$ cat config.mk
export PLATFORM = sky130hd
export DESIGN_NAME = hash_job_scheduler
export DESIGN_NICKNAME = d
export VERILOG_FILES = /design/src/rtl/hm_sched_pkg.sv /design/src/rtl/hash_job_scheduler_rr_arbiter.sv /design/src/rtl/hash_job_scheduler.sv
export SDC_FILE = /design/constraint.sdc
export NUM_CORES = 1
export LEC_CHECK = 0
export BUFFER_PORTS_ARGS = -buffer_cell sky130_fd_sc_hd__buf_2
export CORE_MARGIN = 3
export CORE_UTILIZATION = 55
export DETAILED_ROUTE_END_ITERATION = 7
export PLACE_DENSITY = 0.79
export SYNTH_ARGS = -nofsm -noshare
export SYNTH_HDL_FRONTEND = slang
export SYNTH_SLANG_ARGS = --single-unit
export TNS_END_PERCENT = 30
$ cat constraint.sdc
create_clock -name clk -period 4 [get_ports clk]
set_input_delay 0.4 -clock clk [delete_from_list [all_inputs] [get_ports clk]]
set_output_delay 0.4 -clock clk [all_outputs]
set_load 0.01 [all_outputs]
$ cat src/rtl/hm_sched_pkg.sv
// Shared types and defaults for the hash job scheduler.
package hm_sched_pkg;

   localparam int DEF_NUM_REQ  = 4;
   localparam int DEF_BUDGET_W = 16;

   typedef enum logic [2:0] {
      IDLE,
      START,
      RUN,
      FOUND,
      HOLD,
      RELEASE,
      EXHAUST,
      ABORT
   } sched_state_t;

endpackage

$ cat src/rtl/hash_job_scheduler_rr_arbiter.sv
// Combinational round-robin pick: first set request at or after the pointer.
module rr_arbiter
   import hm_sched_pkg::*;
#(
   parameter int NUM_REQ = DEF_NUM_REQ
) (
   input  logic [NUM_REQ-1:0]         req,
   input  logic [$clog2(NUM_REQ)-1:0] ptr,
   output logic [NUM_REQ-1:0]         gnt,
   output logic [$clog2(NUM_REQ)-1:0] idx,
   output logic                       any
);

   localparam int IDX_W = $clog2(NUM_REQ);

   assign any = |req;

   // Scan from the farthest offset down so the nearest requester wins.
   always_comb begin
      idx = '0;
      for (int i = NUM_REQ - 1; i >= 0; i--) begin
         if (req[(int'(ptr) + i) % NUM_REQ])
            idx = IDX_W'((int'(ptr) + i) % NUM_REQ);
      end
      gnt      = '0;
      gnt[idx] = any;
   end

endmodule

$ cat src/rtl/hash_job_scheduler.sv
// Shares one hashing module among NUM_REQ requesters, one budgeted job at a time.
module hash_job_scheduler
   import hm_sched_pkg::*;
#(
   parameter int NUM_REQ  = DEF_NUM_REQ,
   parameter int BUDGET_W = DEF_BUDGET_W
) (
   input  logic                        clk,
   input  logic                        n_rst,
   input  logic [NUM_REQ-1:0]          req,
   input  logic [BUDGET_W-1:0]         budget,
   input  logic                        hash_done,
   input  logic                        valid_hash_flag,
   output logic [NUM_REQ-1:0]          grant,
   output logic [$clog2(NUM_REQ)-1:0]  owner,
   output logic                        begin_hash,
   output logic                        quit_hash,
   output logic                        job_found,
   output logic                        job_exhausted,
   output logic                        job_aborted,
   output logic [BUDGET_W-1:0]         attempts
);

   localparam int IDX_W = $clog2(NUM_REQ);

   sched_state_t         state;
   logic [IDX_W-1:0]     ptr;
   logic [IDX_W-1:0]     arb_idx;
   logic [NUM_REQ-1:0]   arb_gnt;
   logic                 arb_any;
   logic [BUDGET_W-1:0]  budget_q;
   logic [BUDGET_W-1:0]  att_inc;
   logic                 hd_q;
   logic                 hd_edge;
   logic                 own_req;

   function automatic logic [IDX_W-1:0] wrap_inc(input logic [IDX_W-1:0] i);
      return (int'(i) == NUM_REQ - 1) ? '0 : i + IDX_W'(1);
   endfunction

   rr_arbiter #(
      .NUM_REQ (NUM_REQ)
   ) u_arb (
      .req (req),
      .ptr (ptr),
      .gnt (arb_gnt),
      .idx (arb_idx),
      .any (arb_any)
   );

   assign hd_edge = hash_done & ~hd_q;
   // grant is held through START/RUN/HOLD, so it selects the owner's request bit.
   assign own_req = |(req & grant);
   assign att_inc = attempts + BUDGET_W'(1);

   always_ff @(posedge clk) begin
      if (state == IDLE && arb_any)
         budget_q <= budget;
   end

   always_ff @(posedge clk or negedge n_rst) begin
      if (!n_rst) begin
         state         <= IDLE;
         ptr           <= '0;
         grant         <= '0;
         owner         <= '0;
         begin_hash    <= 1'b0;
         quit_hash     <= 1'b0;
         job_found     <= 1'b0;
         job_exhausted <= 1'b0;
         job_aborted   <= 1'b0;
         attempts      <= '0;
         hd_q          <= 1'b0;
      end else begin
         begin_hash    <= 1'b0;
         quit_hash     <= 1'b0;
         job_found     <= 1'b0;
         job_exhausted <= 1'b0;
         job_aborted   <= 1'b0;
         hd_q          <= hash_done;
         case (state)
            IDLE: begin
               if (arb_any) begin
                  owner    <= arb_idx;
                  attempts <= '0;
                  if (budget == '0) begin
                     state         <= EXHAUST;
                     quit_hash     <= 1'b1;
                     job_exhausted <= 1'b1;
                     ptr           <= wrap_inc(arb_idx);
                  end else begin
                     state      <= START;
                     grant      <= arb_gnt;
                     begin_hash <= 1'b1;
                  end
               end
            end
            START: begin
               hd_q <= 1'b0;
               if (!own_req) begin
                  state       <= ABORT;
                  quit_hash   <= 1'b1;
                  job_aborted <= 1'b1;
                  grant       <= '0;
                  ptr         <= wrap_inc(owner);
               end else begin
                  state <= RUN;
               end
            end
            RUN: begin
               // A withdrawn request takes precedence over a coincident attempt edge.
               if (!own_req) begin
                  state       <= ABORT;
                  quit_hash   <= 1'b1;
                  job_aborted <= 1'b1;
                  grant       <= '0;
                  ptr         <= wrap_inc(owner);
               end else if (hd_edge) begin
                  attempts <= att_inc;
                  if (valid_hash_flag) begin
                     state     <= FOUND;
                     job_found <= 1'b1;
                  end else if (att_inc == budget_q) begin
                     state         <= EXHAUST;
                     quit_hash     <= 1'b1;
                     job_exhausted <= 1'b1;
                     grant         <= '0;
                     ptr           <= wrap_inc(owner);
                  end
               end
            end
            FOUND: state <= HOLD;
            HOLD: begin
               if (!own_req) begin
                  state     <= RELEASE;
                  quit_hash <= 1'b1;
                  grant     <= '0;
                  ptr       <= wrap_inc(owner);
               end
            end
            RELEASE, EXHAUST, ABORT: state <= IDLE;
            default: state <= IDLE;
         endcase
      end
   end

endmodule

==> results by group <==
Pwr
  – VDD IR max: around 0.00038 V
  – Total power: 1.80 mW
  – Power per cell area: between 500 and 600 nW/um^2
  – Leak pwr: roughly 1.4 nW

Timing
  – Final setup vio count: 0
  – Worst slew pin tran: between 0.7 and 0.8 ns
  – Final Max Slew Viols: 0
  – Setup TNS: 0 ns
  – Crit share post-route: 0.763
  – Final hold vios: 0
  – Clk_skew: approximately 0.012 ns
  – Headroom to the max-slew limit: 0.506
  – RSZ-0062 raised after global routing: no
  – FMAX: between 0.3 and 0.4 GHz
  – Minimum clock period: between 3 and 4 ns

Critical path
  – Setup Crit Path Kind: flip-flop to flip-flop
  – Critical path endpoint category: flip-flop
  – Worst R2R Start: attempts[0]$_DFFE_PN0P_
  – WP buf/inv: 0
  – Slowest CP cell: dfrtp_1
  – Critical Path Source Type: flip-flop
  – Arrival time worst endpoint: roughly 3.2 ns
  – Crit path cell chain: ha_1 > and4_1 > nand2_1 > o311a_1 > a2111oi_4 > nand4_2 > o41ai_4 > mux2_1
  – CP max stage delay: around 0.5 ns
  – Required @ worst endpoint: between 4 and 5 ns
  – CP startpoint: attempts[0]$_DFFE_PN0P_
  – Max Fanout on Critical Path: 9
  – Delay-heaviest family, CP: compound AO/OA/AOI/OAI gates

Layout
  – Antenna cells: 0
  – Share of cells above drive strength 1: 0.203
  – Nets@finish: ~370
  – Commonest non-fill, non-tap cell in the layout: buf_2
  – Layout area overhead: 13.0%
  – Most frequent cells in the layout: buf_2 (50), o21ai_0 (33), dfrtp_1 (33)

Synthesis
  – EDFF count, synth: 16
  – Mapped Cells: 302
  – Library cells used by synthesis: 52
  – Sequential share of the synthesized area: 0.453
  – Ys flop type: dfrtp_1
  – Yosys reg bits: between 40 and 50
  – Yosys warns: 0
  – Post-Syn Area: about 2900 um^2
  – Top post-synthesis cells by area: dfrtp_1 (29%), edfxtp_1 (17%), o21ai_0 (5.7%)
  – Syn Area/Cell: between 9 and 10 um^2
  – Syn nets: 332
  – Synth async-reset ratio: 0.673
  – Leading area contributor after synthesis: dfrtp_1
  – Synth top area share: 0.286

GRT
  – Vias in the first global route: about 2100
  – Initial antenna violation count: 0
  – Grt total ovfl: 0
  – First-pass GRT wire length: 10.5 mm
  – GRT Util Overall: 0.215
  – Largest net degree at the start of global routing: 34

Clock tree
  – Post-CTS setup repair buffer count: 0
  – CTS-repair resized insts: 0
  – Cts bufs inserted: 5
  – Clock-pin slew on the worst setup and hold paths: around 0.090 ns
  – Max clock buf depth: 2
  – Sink Count: 49
  – Htree depth: 2
  – Worst-skew pair later-pin latency: around 0.3 ns
  – CTS root buf: clkbuf_8
  – CTS tree: done
  – CTS Hold Buffers Added: 0

Floorplan
  – IO Count: 51
  – Std cell rows: 25
  – Initial Util: 0.591
  – Die Height: 78.4 um
  – DIE AREA: 6150 um^2
  – Core Box Area: ~4900 um^2
  – Width of the die: 78.4 um

Job
  – MaxCap Viol Count: 0

Route
  – Total wire length: roughly 6.2 mm
  – Routed length per instance: approximately 15 um
  – ANT nets after route: 0
  – DRC: 0
  – Initial drt markers: roughly 280
  – DR vias/cell: between 5 and 6
  – Drt pass-1 iters: 5
  – DR vias: around 2400

Place
  – IO buf count: 50
  – Final Wtd Congestion: about 0.9
  – Post-DP HPWL: around 4.7 mm

Status
  – Run status: finished clean

Hold path
  – Hold Crit Class: input pin to asynchronous set/reset pin
[area by class of cell]
type                       instances  area (um^2)
sequential                        49         1310
clock buffer                       6         72.6
multi-input combinational        226         1460
clock inverter                     2         38.8
timing repair buffer              50          250
tap                               67         83.8
inverter                          12         45.0
fill                             401         1620
[sequential cells by signal (all words and copies together), names as in the netlist]
register	count
owner	2
state	3
grant	4
job_aborted	1
ptr	2
quit_hash	1
job_exhausted	1
attempts	16
budget_q	16
begin_hash	1
job_found	1
hd_q	1
[layer usage]
metal	vias up	GRT usage	share of wire	wire [um]
met2	102	0.315	0.44	2750
met4	0	0.0682	0.016	102
met1	1126	0.326	0.47	2950
met5	-	0	0	0
met3	10	0.0344	0.069	428
li1	1194	-	-	-
[kinds of logic after synthesis]
logic type,after synthesis,share of synthesized area
multiplexers,7,0.0256
flip-flops,49,0.453
AO/OA/AOI/OAI,75,0.178
AND/OR/NAND/NOR,114,0.204
buffers and inverters,27,0.0404
adder cells (fa/ha/maj),6,0.0260
XOR/XNOR,24,0.0729
[cells in the mapped netlist, drive strengths merged (4+ instances only)]
master  number
ha           6
nand2       31
nor3         7
nand4       10
o21ai       33
dfrtp       33
a31oi        4
mux2i        4
o31ai        6
a21oi       10
xor2         9
nand3       11
nor2        27
xnor2       15
edfxtp      16
clkbuf       9
inv         12
nor4         7
buf          6
[final timing paths]
path,to,slack (ns),cells after the start
max in group asynchronous,attempts[9]$_DFFE_PN0P_,3.40,1
setup / recovery,ptr[0]$_DFFE_PN0P_,0.95,8
hold reg to reg,owner[1]$_DFFE_PN0P_,0.53,2
min in group clk,budget_q[7]$_DFFE_PP_,0.28,1
setup reg to reg,ptr[0]$_DFFE_PN0P_,0.95,8
hold / removal,attempts[13]$_DFFE_PN0P_,0.15,1
[report_power, final]
part | switching (mW) | internal (mW)
clock network | 0.159 | 0.189
logic | 0.405 | 0.289
registers | 0.108 | 0.650
total | 0.672 | 1.13
[through the flow]
stage | hold slack [ns] | instance area (um^2) | cells | util | setup WS [ns]
after CTS | 0.168 | 3260 | 412 | 0.667 | 0.956
after global placement | 0.494 | 3150 | 404 | 0.645 | 1.07
final | 0.150 | 3260 | 412 | 0.667 | 0.947
after global routing | 0.201 | 3260 | 412 | 0.667 | 0.720
after detailed placement | 0.502 | 3150 | 404 | 0.645 | 0.972
after floorplan | 0.104 | 2880 | 302 | - | 1.25
Note: power is estimated with default switching activity, not from simulation.
